`config.mk`:
```
export PLATFORM = sky130hd
export DESIGN_NAME = vga_axis_packer_flat
export DESIGN_NICKNAME = d
export VERILOG_FILES = /design/src/rtl/vga_axis_packer_pkg.sv /design/src/rtl/vga_axis_packer_if.sv /design/src/rtl/vga_axis_packer_fifo.sv /design/src/rtl/vga_axis_packer.sv /design/src/flat_wrapper.sv
export SDC_FILE = /design/constraint.sdc
export NUM_CORES = 1
export LEC_CHECK = 0
export ABC_AREA = 1
export CELL_PAD_IN_SITES_DETAIL_PLACEMENT = 1
export CELL_PAD_IN_SITES_GLOBAL_PLACEMENT = 1
export CORE_MARGIN = 3
export CORE_UTILIZATION = 51
export DETAILED_ROUTE_END_ITERATION = 8
export PLACE_DENSITY_LB_ADDON = 0.05
export SETUP_SLACK_MARGIN = 0.5
export SYNTH_ARGS = -nofsm -noshare
export SYNTH_HDL_FRONTEND = slang
export SYNTH_SLANG_ARGS = --single-unit
```
`constraint.sdc`:
```
create_clock -name pixel_clk -period 5.4 [get_ports pixel_clk]
set_input_delay 1.08 -clock pixel_clk [delete_from_list [all_inputs] [get_ports pixel_clk]]
set_output_delay 1.08 -clock pixel_clk [all_outputs]
set_load 0.03 [all_outputs]
```
`src/rtl/vga_axis_packer_pkg.sv`:
```
// Shared video-timing constants, FSM state type and the FIFO beat layout for
// the VGA-to-AXI4-Stream packer.
package starsoc_params;

  localparam int unsigned H_VISIBLE        = 640;
  localparam int unsigned V_VISIBLE        = 480;
  localparam int unsigned VISIBLE_ORIGIN_X = 0;
  localparam int unsigned VISIBLE_ORIGIN_Y = 0;
  localparam int unsigned AXIS_PIX_W       = 24;
  localparam int unsigned COORD_W          = 10;
  localparam int unsigned RGB_W            = 12;

  typedef enum logic [1:0] {
    SYNC_WAIT = 2'd0,
    STREAM    = 2'd1,
    DROP      = 2'd2
  } pack_state_t;

  // One stored pixel: sideband tags travel with the colour data.
  typedef struct packed {
    logic                  tuser;
    logic                  tlast;
    logic [AXIS_PIX_W-1:0] tdata;
  } pix_beat_t;

  // {R4,G4,B4} -> {R8,B8,G8}, each nibble replicated into a byte.
  function automatic logic [AXIS_PIX_W-1:0] expand_rgb444(input logic [RGB_W-1:0] rgb);
    return {rgb[11:8], rgb[11:8], rgb[3:0], rgb[3:0], rgb[7:4], rgb[7:4]};
  endfunction

endpackage

```
`src/rtl/vga_axis_packer_if.sv`:
```
// AXI4-Stream video channel between the packer and the downstream video IP.
interface vga_axis_packer_if;
  import starsoc_params::*;

  logic [AXIS_PIX_W-1:0] tdata;
  logic                  tvalid;
  logic                  tready;
  logic                  tuser;
  logic                  tlast;

  modport master (output tdata, output tvalid, output tuser, output tlast, input tready);
  modport slave  (input tdata, input tvalid, input tuser, input tlast, output tready);
endinterface

```
`src/rtl/vga_axis_packer_fifo.sv`:
```
// Show-ahead synchronous FIFO with an occupancy output; a write into a full
// FIFO is accepted only when a read frees a slot in the same cycle.
module axis_sync_fifo #(
  parameter int unsigned WIDTH = 26,
  parameter int unsigned DEPTH = 16
) (
  input  logic                     clk,
  input  logic                     rst,
  input  logic                     wr_en,
  input  logic [WIDTH-1:0]         wr_data,
  input  logic                     rd_en,
  output logic [WIDTH-1:0]         rd_data,
  output logic                     full,
  output logic                     empty,
  output logic [$clog2(DEPTH):0]   level
);

  localparam int unsigned AW = $clog2(DEPTH);
  localparam int unsigned LW = AW + 1;

  logic [AW-1:0]    wr_ptr_q, wr_ptr_d;
  logic [AW-1:0]    rd_ptr_q, rd_ptr_d;
  logic [LW-1:0]    level_q, level_d;
  logic [WIDTH-1:0] mem_q [DEPTH];
  logic             wr_ok;
  logic             rd_ok;

  assign full  = (level_q == LW'(DEPTH));
  assign empty = (level_q == '0);

  // Pointers are exactly AW bits wide, so the increment wraps modulo DEPTH.
  always_comb begin
    rd_ok    = rd_en && !empty;
    wr_ok    = wr_en && (!full || rd_ok);
    wr_ptr_d = wr_ptr_q;
    rd_ptr_d = rd_ptr_q;
    level_d  = level_q;
    if (wr_ok) begin
      wr_ptr_d = wr_ptr_q + AW'(1);
    end
    if (rd_ok) begin
      rd_ptr_d = rd_ptr_q + AW'(1);
    end
    case ({wr_ok, rd_ok})
      2'b10:   level_d = level_q + LW'(1);
      2'b01:   level_d = level_q - LW'(1);
      default: level_d = level_q;
    endcase
  end

  always_ff @(posedge clk) begin
    if (rst) begin
      wr_ptr_q <= '0;
      rd_ptr_q <= '0;
      level_q  <= '0;
    end else begin
      wr_ptr_q <= wr_ptr_d;
      rd_ptr_q <= rd_ptr_d;
      level_q  <= level_d;
    end
  end

  // Storage needs no reset: the head is masked whenever the FIFO is empty.
  always_ff @(posedge clk) begin
    if (wr_ok) begin
      mem_q[wr_ptr_q] <= wr_data;
    end
  end

  assign rd_data = empty ? '0 : mem_q[rd_ptr_q];
  assign level   = level_q;

endmodule

```
`src/rtl/vga_axis_packer.sv`:
```
// Packs visible VGA pixels into an AXI4-Stream video stream, tagging start of
// frame and end of line, and resynchronising to the next frame after loss.
module vga_axis_packer
  import starsoc_params::*;
#(
  parameter int unsigned FIFO_DEPTH  = 16,
  parameter bit          DROP_TO_SOF = 1'b1
) (
  input  logic                        pixel_clk,
  input  logic                        reset,
  input  logic [COORD_W-1:0]          pixel_x,
  input  logic [COORD_W-1:0]          pixel_y,
  input  logic                        video_on,
  input  logic [RGB_W-1:0]            rgb_in,
  vga_axis_packer_if.master           axis,
  output logic                        overflow,
  output logic [$clog2(FIFO_DEPTH):0] fifo_level
);

  localparam int unsigned BEAT_W = $bits(pix_beat_t);

  pack_state_t state_q, state_d;
  logic        overflow_q, overflow_d;
  logic        sof_pix;
  logic        eol_pix;
  logic        wr_req;
  logic        ovf_event;
  logic        fifo_wr;
  logic        fifo_full;
  logic        fifo_empty;
  logic        pop;
  pix_beat_t   wr_beat;
  pix_beat_t   rd_beat;

  assign sof_pix = (pixel_x == COORD_W'(VISIBLE_ORIGIN_X)) && (pixel_y == COORD_W'(VISIBLE_ORIGIN_Y));
  assign eol_pix = (pixel_x == COORD_W'(H_VISIBLE - 1));
  assign pop     = !fifo_empty && axis.tready;

  always_comb begin
    wr_beat.tuser = sof_pix;
    wr_beat.tlast = eol_pix;
    wr_beat.tdata = expand_rgb444(rgb_in);
  end

  // State register
  always_ff @(posedge pixel_clk) begin
    if (reset) begin
      state_q    <= SYNC_WAIT;
      overflow_q <= 1'b0;
    end else begin
      state_q    <= state_d;
      overflow_q <= overflow_d;
    end
  end

  // Next state: lock onto the frame origin, fall back to DROP after a loss.
  always_comb begin
    state_d = state_q;
    case (state_q)
      SYNC_WAIT, DROP: begin
        if (wr_req) begin
          state_d = (ovf_event && DROP_TO_SOF) ? DROP : STREAM;
        end
      end
      STREAM: begin
        if (ovf_event && DROP_TO_SOF) begin
          state_d = DROP;
        end
      end
      default: state_d = SYNC_WAIT;
    endcase
  end

  // Outputs: write request, overflow detection and the sticky flag.
  always_comb begin
    wr_req     = 1'b0;
    ovf_event  = 1'b0;
    fifo_wr    = 1'b0;
    overflow_d = overflow_q;
    case (state_q)
      SYNC_WAIT, DROP: wr_req = video_on && sof_pix;
      STREAM:          wr_req = video_on;
      default:         wr_req = 1'b0;
    endcase
    ovf_event  = wr_req && fifo_full && !pop;
    fifo_wr    = wr_req && !ovf_event;
    overflow_d = overflow_q || ovf_event;
  end

  axis_sync_fifo #(
    .WIDTH (BEAT_W),
    .DEPTH (FIFO_DEPTH)
  ) u_fifo (
    .clk     (pixel_clk),
    .rst     (reset),
    .wr_en   (fifo_wr),
    .wr_data (wr_beat),
    .rd_en   (pop),
    .rd_data (rd_beat),
    .full    (fifo_full),
    .empty   (fifo_empty),
    .level   (fifo_level)
  );

  assign axis.tvalid = !fifo_empty;
  assign axis.tdata  = rd_beat.tdata;
  assign axis.tuser  = rd_beat.tuser;
  assign axis.tlast  = rd_beat.tlast;
  assign overflow    = overflow_q;

endmodule

```
`src/flat_wrapper.sv`:
```
// flat-port wrapper written by rule: the top's interface ports become plain ports
module vga_axis_packer_flat import starsoc_params::*;
#(
  parameter int unsigned FIFO_DEPTH  = 16,
  parameter bit          DROP_TO_SOF = 1'b1
)
  (pixel_clk, reset, pixel_x, pixel_y, video_on, rgb_in, overflow, fifo_level, axis_tdata, axis_tvalid, axis_tuser, axis_tlast, axis_tready);
  vga_axis_packer_if axis_i ();
  input  logic pixel_clk;
  input  logic reset;
  input  logic [COORD_W-1:0] pixel_x;
  input  logic [COORD_W-1:0] pixel_y;
  input  logic video_on;
  input  logic [RGB_W-1:0] rgb_in;
  output logic overflow;
  output logic [$clog2(FIFO_DEPTH):0] fifo_level;
  output wire logic [$bits(axis_i.tdata)-1:0] axis_tdata;
  output wire logic [$bits(axis_i.tvalid)-1:0] axis_tvalid;
  output wire logic [$bits(axis_i.tuser)-1:0] axis_tuser;
  output wire logic [$bits(axis_i.tlast)-1:0] axis_tlast;
  input wire logic [$bits(axis_i.tready)-1:0] axis_tready;
  assign axis_tdata = axis_i.tdata;
  assign axis_tvalid = axis_i.tvalid;
  assign axis_tuser = axis_i.tuser;
  assign axis_tlast = axis_i.tlast;
  assign axis_i.tready = axis_tready;
  vga_axis_packer #(.FIFO_DEPTH(FIFO_DEPTH), .DROP_TO_SOF(DROP_TO_SOF)) u_core (.pixel_clk(pixel_clk), .reset(reset), .pixel_x(pixel_x), .pixel_y(pixel_y), .video_on(video_on), .rgb_in(rgb_in), .axis(axis_i), .overflow(overflow), .fifo_level(fifo_level));
endmodule
```
Word-level counts from Yosys, hierarchy flattened:

Memory sizes are Yosys's and may differ from the RTL's. A register that Yosys moved wholly into a read port is not among the register bits.
Index checks and enable logic that the tools add are counted.

* $add $sub $neg: 4
* equality and inequality tests: 8
* muxes and demuxes: 11
* reductions and logical operators: 21

Operator list (count)
* $mux 26: 1
* $logic_not 10->1: 2
* $eq 10x10->1 const B: 1
* $pmux 5 s2: 1
* $add 4x1->4 const B: 2
* $logic_and 1x1->1: 8
* $mux 4: 2
* $mux 2: 3
* $add 5x1->5 const B: 1
* $eq 5x5->1 const B: 1
* $logic_not 5->1: 1
* $sub 5x1->5 const B: 1
* $eq 2x1->1 const B: 2
* $eq 2x2->1 const B: 2
* $logic_not 1->1: 4
* $ne 2x1->1 const B: 2
* $pmux 2 s2: 1
* $logic_not 2->1: 1
* $logic_or 1x1->1: 2
* $mux 1: 2
* $pmux 1 s2: 1
* $reduce_and 2->1: 1
* $reduce_bool 2->1: 1
* $reduce_or 2->1: 1

* flip-flop bits (word level): 16
* memory bits (writable): 416
* output and inout bits: 33
* memories kept: 1

Memory list
* u_core.u_fifo.mem_q: depth 16, bits a word 26, rd ports 1, clocked after memory_dff 1, wr ports 1, line vga_axis_packer_fifo.sv:24 `logic [WIDTH-1:0] mem_q [DEPTH];`

Longest topological paths before layout:

Gate-level depths: netlist (run 1).

* word-level depth: 11
* depth in mapped cells: 17
* gate-level depth less buffers: 16

Modules after synthesis:

A second synthesis (run 1) with hierarchy kept.

* cells, all modules: 1547
* area total of the unflattened synthesis: 17790.8 um2

By module, submodules not included
* axis_sync_fifo: times used 1, cells each 1500, area an instance 17516.8 um2, seq. area each 12832.3 um2
* vga_axis_packer: times used 1, cells each 47, area an instance 274.0 um2, seq. area each 60.1 um2

Worst setup path after synthesis (run 1):

Ideal clock, no wire load.

* kind: input to register
* start point: in pixel_y[3]
* end point: mem u_core.u_fifo.mem_q[10][12] (enable)
* setup time: 0.403 ns
* arrival: 2.828 ns
* slack: 2.170 ns
* cell stages on the path: 8
* buffers on the path: 1
* path through: nor2_1 > nand2_1 > nor2_1 > nand3_1 > nand2_2 > nand3_2 > buf_6 > nor3_1

* word-level cells in the longest chain between the ends: 11

RTL lines
* start: declaration: line flat_wrapper.sv:12 `input logic [COORD_W-1:0] pixel_y;`
* $logic_not 10->1 (*): line vga_axis_packer.sv:35 `assign sof_pix = (pixel_x == COORD_W'(VISIBLE_ORIGIN_X)) && (pixel_y == COORD_W'(VISIBLE_ORIGIN_Y));`
* $logic_and 1x1->1 (*): line vga_axis_packer.sv:35
* $logic_and 1x1->1 (*): line vga_axis_packer.sv:81 `SYNC_WAIT, DROP: wr_req = video_on && sof_pix;`
* $pmux 1 s2 (*): line vga_axis_packer.sv:80 `case (state_q)`
* $logic_and 1x1->1 (2 in series): line vga_axis_packer.sv:85 `ovf_event = wr_req && fifo_full && !pop;`
* $logic_not 1->1: line vga_axis_packer.sv:86 `fifo_wr = wr_req && !ovf_event;`
* $logic_and 1x1->1 (*): line vga_axis_packer.sv:86
* $logic_and 1x1->1 (*): line vga_axis_packer_fifo.sv:34 `wr_ok = wr_en && (!full || rd_ok);`
* $mux 1 (*): line vga_axis_packer_fifo.sv:65 `if (wr_ok) begin`
* $mux 1 (implied by the code) (*): line vga_axis_packer_fifo.sv:66 `mem_q[wr_ptr_q] <= wr_data;`
* end: declaration: line vga_axis_packer_fifo.sv:24

Mark *: on every way between the ends. The rest lies on a longest branch, timed or not.

==> results by group, run 1 <==
Setup path
  – WP data required: 4320 ps
  – Crit Path Category: register to output pin
  – CP max stage cell: dfxtp_4
  – Reg2reg setup slack: 2400 ps
  – Crit. End Element: output pin
  – Crit path launch type: register
  – CP peak stage delay: 860 ps
  – Worst r2r src: u_core.state_q[1]$_SDFFE_PP0P_
  – Worst R2R End: u_core.u_fifo.level[4]$_SDFFE_PP0P_
  – CP Data Arrival Time: 3580 ps
  – R2R cell count: 12
  – Critical path cell sequence: buf_4 -> nand2_1 -> nand3_1 -> nand2_1 -> a21oi_1 -> o31ai_1 -> a21oi_1 -> clkdlybuf4s50_1
  – CP max FO: 71

Timing
  – Final period util: 86.21%
  – WHS: 456.1 ps
  – Max-Slew Margin vs Limit: 39.52%
  – Max-slew violations: 0
  – Setup_tns: 0 ps
  – Fin crit period: 4656 ps
  – Clock Skew: 6.330 ps
  – Endpoints failing setup: 0
  – Slew @ Worst Pin: 902.3 ps
  – Final Hold Viols: 0
  – Max Freq: 214.8 MHz
  – RSZ-0062 raised after global routing: no

Routing
  – Vias: 7055
  – Starting DRT DRC Count: 642
  – First drt pass iteration count: 5
  – Vias/cell: 5.676
  – Residual DRC: 0
  – Routed Antenna Nets: 0
  – WL/cell: 22.35 um
  – Routed wire length: 27780 um

Logic synthesis
  – Asr flop ratio synth: 0%
  – Synth warn: 0
  – Syn nets: 942
  – Netlist cell types: 28
  – Most used DFF post-synth: edfxtp_1
  – Syn avg cell area: 11.36 um2
  – Flops & latches, synth: 244
  – Area of the mapped netlist: 10200 um2
  – Cell count after synthesis: 898
  – Register area share after synthesis: 69.86%
  – Post-synth EDFFs: 224

CTS
  – CTS tree: yes
  – CTS max path bufs: 3
  – H-tree Lvls: 1
  – Root Driver: clkbuf_16
  – Post-CTS Hold Buffers: 0
  – # clock sinks: 244
  – Worst skew pair latency: 520 ps
  – Inserted Clock Buffers: 26
  – Post-CTS setup buffer count: 0
  – Clock slew at reported path FFs: 60 ps
  – Post-CTS Resized: 0

Global routing
  – Antenna violations before repair: 0
  – Gr usage total: 25.69%
  – Largest net degree at the start of global routing: 81
  – Final global-route overflow total: 0
  – First-pass GRT wire length: 43040 um
  – Vias in the first global route: 7497

Min path
  – Hold path cells: 2
  – Hold_sp: u_core.overflow$_SDFF_PP0_
  – Hold Path End: u_core.overflow$_SDFF_PP0_
  – Hold crit path type: register to register

Floorplanning
  – Die area: 21740 um2
  – Cell Rows: 51
  – Die Y: 147.4 um
  – Die width: 147.4 um
  – Initial Util: 52.25%
  – CORE AREA: 19530 um2
  – # IOs: 69

Power
  – Pwr dens: 498.5 nW/um2
  – PnR Total Power: 5988 uW
  – Static Leak: 0.004319 uW
  – Highest ir drop seen on vdd: 0.4176 mV

Final layout
  – Area growth syn-to-layout: 17.76%
  – # diodes: 0
  – Fillers: 2046
  – Share of cells above drive strength 1: 8.691%
  – Layout Cells excl Fill: 1243
  – Commonest non-fill, non-tap cell in the layout: nand2_1
  – Fin util: 61.53%
  – # nets final: 1002
  – Most frequent cells in the layout: nand2_1 (226), edfxtp_1 (224), nor2_1 (87)

Placed design
  – Post-DP HPWL: 16690 um
  – Placed instance count: 1195
  – Number of port buffers: 68
  – GPL Wtd Cong: 0.8497

Run
  – Max-Cap Viols: 0

Outcome
  – Status: completed
[synthesized netlist by cell type (5+ instances only)]
| library cell | number | area [um2] |
|---|---|---|
| dfxtp_1 | 20 | 400.4 |
| nand3_1 | 65 | 325.3 |
| buf_4 | 19 | 142.6 |
| nand2_1 | 226 | 848.3 |
| a21oi_1 | 82 | 410.4 |
| nor2_1 | 87 | 326.6 |
| o21ai_0 | 36 | 180.2 |
| buf_1 | 5 | 18.77 |
| inv_1 | 24 | 90.09 |
| buf_2 | 20 | 100.1 |
| edfxtp_1 | 224 | 6726 |
| nor3_1 | 17 | 85.08 |
| xor2_1 | 6 | 52.55 |
| ha_1 | 8 | 100.1 |
| o31ai_1 | 28 | 210.2 |
| clkbuf_1 | 12 | 45.04 |
[layout make-up]
cell class	count	area, um2	share of cell area (%)
multi-input cells	568	2714	22.59
inverters	27	101.3	0.8436
repair buffers	91	865.8	7.207
clock inverters	10	122.6	1.021
well taps	265	331.6	2.760
flip-flops and latches	244	7132	59.36
clock buffers	38	747.0	6.217
[worst max-delay path by stage]
stage / start / endpoint / slack [ps] / depth (start not counted)
after floorplan: pixel_y[3] / u_core.u_fifo.mem_q[10][12]$_DFFE_PP_ / 2170 / 8
after global placement: pixel_x[7] / u_core.u_fifo.level[4]$_SDFFE_PP0P_ / 1330 / 17
after detailed placement: pixel_x[5] / u_core.u_fifo.level[4]$_SDFFE_PP0P_ / 1100 / 17
after CTS: register / axis_tdata[10] / 750 / 5
after global routing: register / axis_tdata[9] / 600 / 6
final: register / axis_tdata[9] / 740 / 8
[critical path: cells and delay by family, from the launching register on]
kind | cells | cell delay (ps)
flip-flops | 1 | 860
AND/OR/NAND/NOR | 3 | 260
AO/OA/AOI/OAI | 3 | 710
buffers and inverters | 2 | 1180
[registers in the layout (all words and copies together) (netlist names), named ones only]
name	flops
u_core.overflow	1
u_core.u_fifo.mem_q	224
u_core.u_fifo.level	5
u_core.u_fifo.rd_ptr_q	4
u_core.state_q	2
u_core.u_fifo.wr_ptr_q	4
[where the power goes]
| group | total (uW) | switching, uW | internal [uW] |
|---|---|---|---|
| clock | 1790 | 696 | 1100 |
| sequential | 2220 | 134 | 2090 |
| combinational | 1970 | 1310 | 662 |
| total | 5990 | 2140 | 3850 |
[per-stage QoR]
stage | area (um2) | setup WS (ps)
2_1_floorplan | 10200 | 2170
3_3_place_gp | 11140 | 1328
3_5_place_dp | 11140 | 1096
4_1_cts | 12010 | 751.8
5_1_grt | 12010 | 603.4
6_report | 12010 | 744.5
[kinds of logic after synthesis]
family | Yosys count | share of synthesized area (%)
AOI/OAI and AO/OA | 149 | 8.045
DFF | 244 | 69.86
xor gates and xnor gates | 7 | 0.6009
buffers and inverters | 86 | 4.329
and+or+nand+nor | 404 | 16.19
adders and majority gates | 8 | 0.9812
[metal layers]
| metal | vias up | share of wire (%) | track usage (%) |
|---|---|---|---|
| li1 | 3258 | - | - |
| met1 | 3521 | 41 | 34.59 |
| met2 | 231 | 51 | 44.52 |
| met3 | 45 | 5.5 | 3.525 |
| met4 | 0 | 2.1 | 6.757 |
| met5 | - | 0 | 0 |
Note: power is estimated with default switching activity, not from simulation.
==> inputs of run 2 (changes only) <==
--- a/config.mk
+++ b/config.mk
@@ -9,7 +9,7 @@
 export CELL_PAD_IN_SITES_DETAIL_PLACEMENT = 1
 export CELL_PAD_IN_SITES_GLOBAL_PLACEMENT = 1
 export CORE_MARGIN = 3
-export CORE_UTILIZATION = 51
+export CORE_UTILIZATION = 40
 export DETAILED_ROUTE_END_ITERATION = 8
 export PLACE_DENSITY_LB_ADDON = 0.05
 export SETUP_SLACK_MARGIN = 0.5
==> run 2 against run 1 <==
Against the previous run:
- die area is 26% higher
- critical endpoint is now axis_tdata[5]
- sequential power fell by 2%
- critical path depth shrank 2
- critical path type unchanged
==> results by group, run 2 (synthesis results as in run 1) <==
Timing
  – Fin crit period: 4561 ps (-94.50 ps)
  – Max-slew violations: 0 (unchanged)
  – RSZ-0062 raised after global routing: no
  – Max Freq: 219.2 MHz (+2.1%)
  – Endpoints failing setup: 0 (unchanged)
  – Max-Slew Margin vs Limit: 31.88% (-7.6 points)
  – Final Hold Viols: 0 (unchanged)
  – Slew @ Worst Pin: 1021 ps (+118.4 ps)
  – Setup_tns: 0 ps (unchanged)
  – Setup WS post-layout: 839.0 ps (+94.50 ps)
  – Final period util: 84.46% (-1.8 points)
  – Clock Skew: 7.258 ps (+0.9280 ps)

Setup path
  – Crit Path Category: register to output pin
  – Crit. End Element: output pin
  – Most used cell, CP: a21oi_1
  – Delay-heaviest family, CP: buffers and inverters
  – Crit path launch type: register
  – CP Data Arrival Time: 3480 ps (-100 ps)
  – CP peak stage delay: 740 ps (-120 ps)
  – WP buf/inv: 3 (+1)
  – WP data required: 4320 ps (about the same)
  – Critical path cell sequence: inv_1 -> buf_4 -> a21oi_1 -> o31ai_1 -> a21oi_1 -> clkdlybuf4s50_1
  – CP max stage cell: clkdlybuf4s50_1
  – CP max FO: 27 (-62%)

Outcome
  – Status: completed

Global routing
  – First-pass GRT wire length: 42800 um (-0.55%)
  – Largest net degree at the start of global routing: 85 (+4.9%)
  – Antenna violations before repair: 0 (unchanged)
  – Final global-route overflow total: 0 (unchanged)
  – Vias in the first global route: 7321 (-2.3%)
  – Gr usage total: 20.15% (-5.5 points)

CTS
  – Post-CTS Resized: 0 (unchanged)
  – Post-CTS setup buffer count: 0 (unchanged)
  – # clock sinks: 244 (unchanged)
  – H-tree Lvls: 1 (unchanged)
  – Worst skew pair latency: 520 ps (about the same)
  – Root Driver: clkbuf_16
  – Inserted Clock Buffers: 27 (+3.8%)
  – Post-CTS Hold Buffers: 0 (unchanged)
  – CTS tree: yes
  – CTS max path bufs: 3 (unchanged)
  – Clock slew at reported path FFs: 60 ps (about the same)

Routing
  – Vias/cell: 5.391 (-5.0%)
  – First drt pass iteration count: 5 (unchanged)
  – Routed wire length: 28310 um (+1.9%)
  – Routed Antenna Nets: 0 (unchanged)
  – WL/cell: 21.73 um (-2.8%)
  – Residual DRC: 0 (unchanged)
  – Starting DRT DRC Count: 482 (-25%)
  – Vias: 7024 (-0.44%)

Placed design
  – Number of port buffers: 68 (unchanged)
  – GPL Wtd Cong: 0.8030 (-5.5%)
  – Post-DP Area: 11230 um2 (+0.81%)
  – Post-DP HPWL: 16240 um (-2.7%)
  – Pre-CTS setup slack: 1139 ps (+43.25 ps)

Floorplanning
  – Die width: 165.7 um (+12%)
  – Die Y: 165.7 um (+12%)
  – Cell Rows: 57 (+12%)
  – Initial Util: 41.34% (-11 points)
  – CORE AREA: 24680 um2 (+26%)
  – Die area: 27460 um2 (+26%)
  – # IOs: 69 (unchanged)

Power
  – PnR Total Power: 5816 uW (-2.9%)
  – Pwr dens: 483.6 nW/um2 (-3.0%)
  – Highest ir drop seen on vdd: 0.3612 mV (-13%)
  – Static Leak: 0.004292 uW (-0.63%)

Run
  – Max-Cap Viols: 0 (unchanged)

Final layout
  – Fillers: 2647 (+29%)
  – # diodes: 0 (unchanged)
  – Design Area, Final: 12030 um2 (about the same)
  – Most frequent cells in the layout: nand2_1 (226), edfxtp_1 (224), nor2_1 (87)
  – Multi-input gate area: 2714 um2 (unchanged)
  – FF+latch area: 7132 um2 (unchanged)
  – Area growth syn-to-layout: 17.87% (about the same)
  – Commonest non-fill, non-tap cell in the layout: nand2_1
  – Share of cells above drive strength 1: 8.580% (-0.11 points)
  – Fin util: 48.73% (-13 points)
  – # nets final: 1005 (+0.30%)
  – Biggest register: u_core.u_fifo.mem_q
  – Max FFs per register: 224 (unchanged)

Min path
  – Hold crit path type: register to register
## run 2: cell count changes in the layout (fill, tap and decap cells not counted)
| cell | before | now |
|---|---|---|
| inv_2 | 3 | 2 |
| inv_4 | 0 | 1 |
| clkbuf_1 | 8 | 5 |
| clkinv_2 | 5 | 7 |
| buf_4 | 22 | 23 |
| bufinv_16 | 3 | 1 |
| buf_6 | 0 | 1 |
| clkinv_1 | 2 | 7 |
| clkbuf_8 | 3 | 0 |
## run 2: path summary, 6_finish.rpt
| path | startpoint | end | slack [ps] | cells past startpoint |
|---|---|---|---|---|
| max | register | axis_tdata[5] | 840 | 6 |
| min | u_core.overflow$_SDFF_PP0_ | u_core.overflow$_SDFF_PP0_ | 450 | 2 |
| max reg2reg | u_core.u_fifo.level[1]$_SDFFE_PP0P_ | u_core.u_fifo.level[4]$_SDFFE_PP0P_ | 2500 | 16 |
| min reg2reg | u_core.overflow$_SDFF_PP0_ | u_core.overflow$_SDFF_PP0_ | 450 | 2 |
## run 2: layer usage
metal | track usage, % | part of all wire, % | vias up
li1 | - | - | 3268
met1 | 26.99 | 44 | 3519
met4 | 4.665 | 1.8 | 0
met5 | 0 | 0 | -
met3 | 3.289 | 6.0 | 36
met2 | 34.71 | 48 | 201
## run 2: final cells by class
cell class	count	share of cell area, %
tap	324	3.371
inverter	27	0.8636
timing repair buffer	93	7.356
clock inverter	15	0.7595
sequential	244	59.31
multi-input combinational	568	22.57
clock buffer	32	5.775
## run 2: report_power, final
part	internal (uW)	total, uW	switching, uW
Sequential	2090	2170	78.1
Clock	954	1650	697
Combinational	666	2000	1330
Total	3710	5820	2110
## run 2: worst register-to-register path: stages (launching register included)
cell and delay, ps:
dfxtp_1 360, nor2_1 170, nand2_1 110, nor2_4 510, inv_1 150, nand2_1 150
inv_2 90, ha_1 270, xor2_1 190, ha_1 200, a21o_1 180, nand3_1 120
nand2_1 60, nand2_1 60, nand2_1 50, nand2_1 50, a21oi_1 50
## run 2: through the flow
stage | hold WS [ps] | instances
2_1_floorplan | 456.8 | 898
3_5_place_dp | 450.6 | 1256
6_report | 452.8 | 1303
5_1_grt | 472.3 | 1303
4_1_cts | 461.3 | 1303
3_3_place_gp | 445.1 | 1256
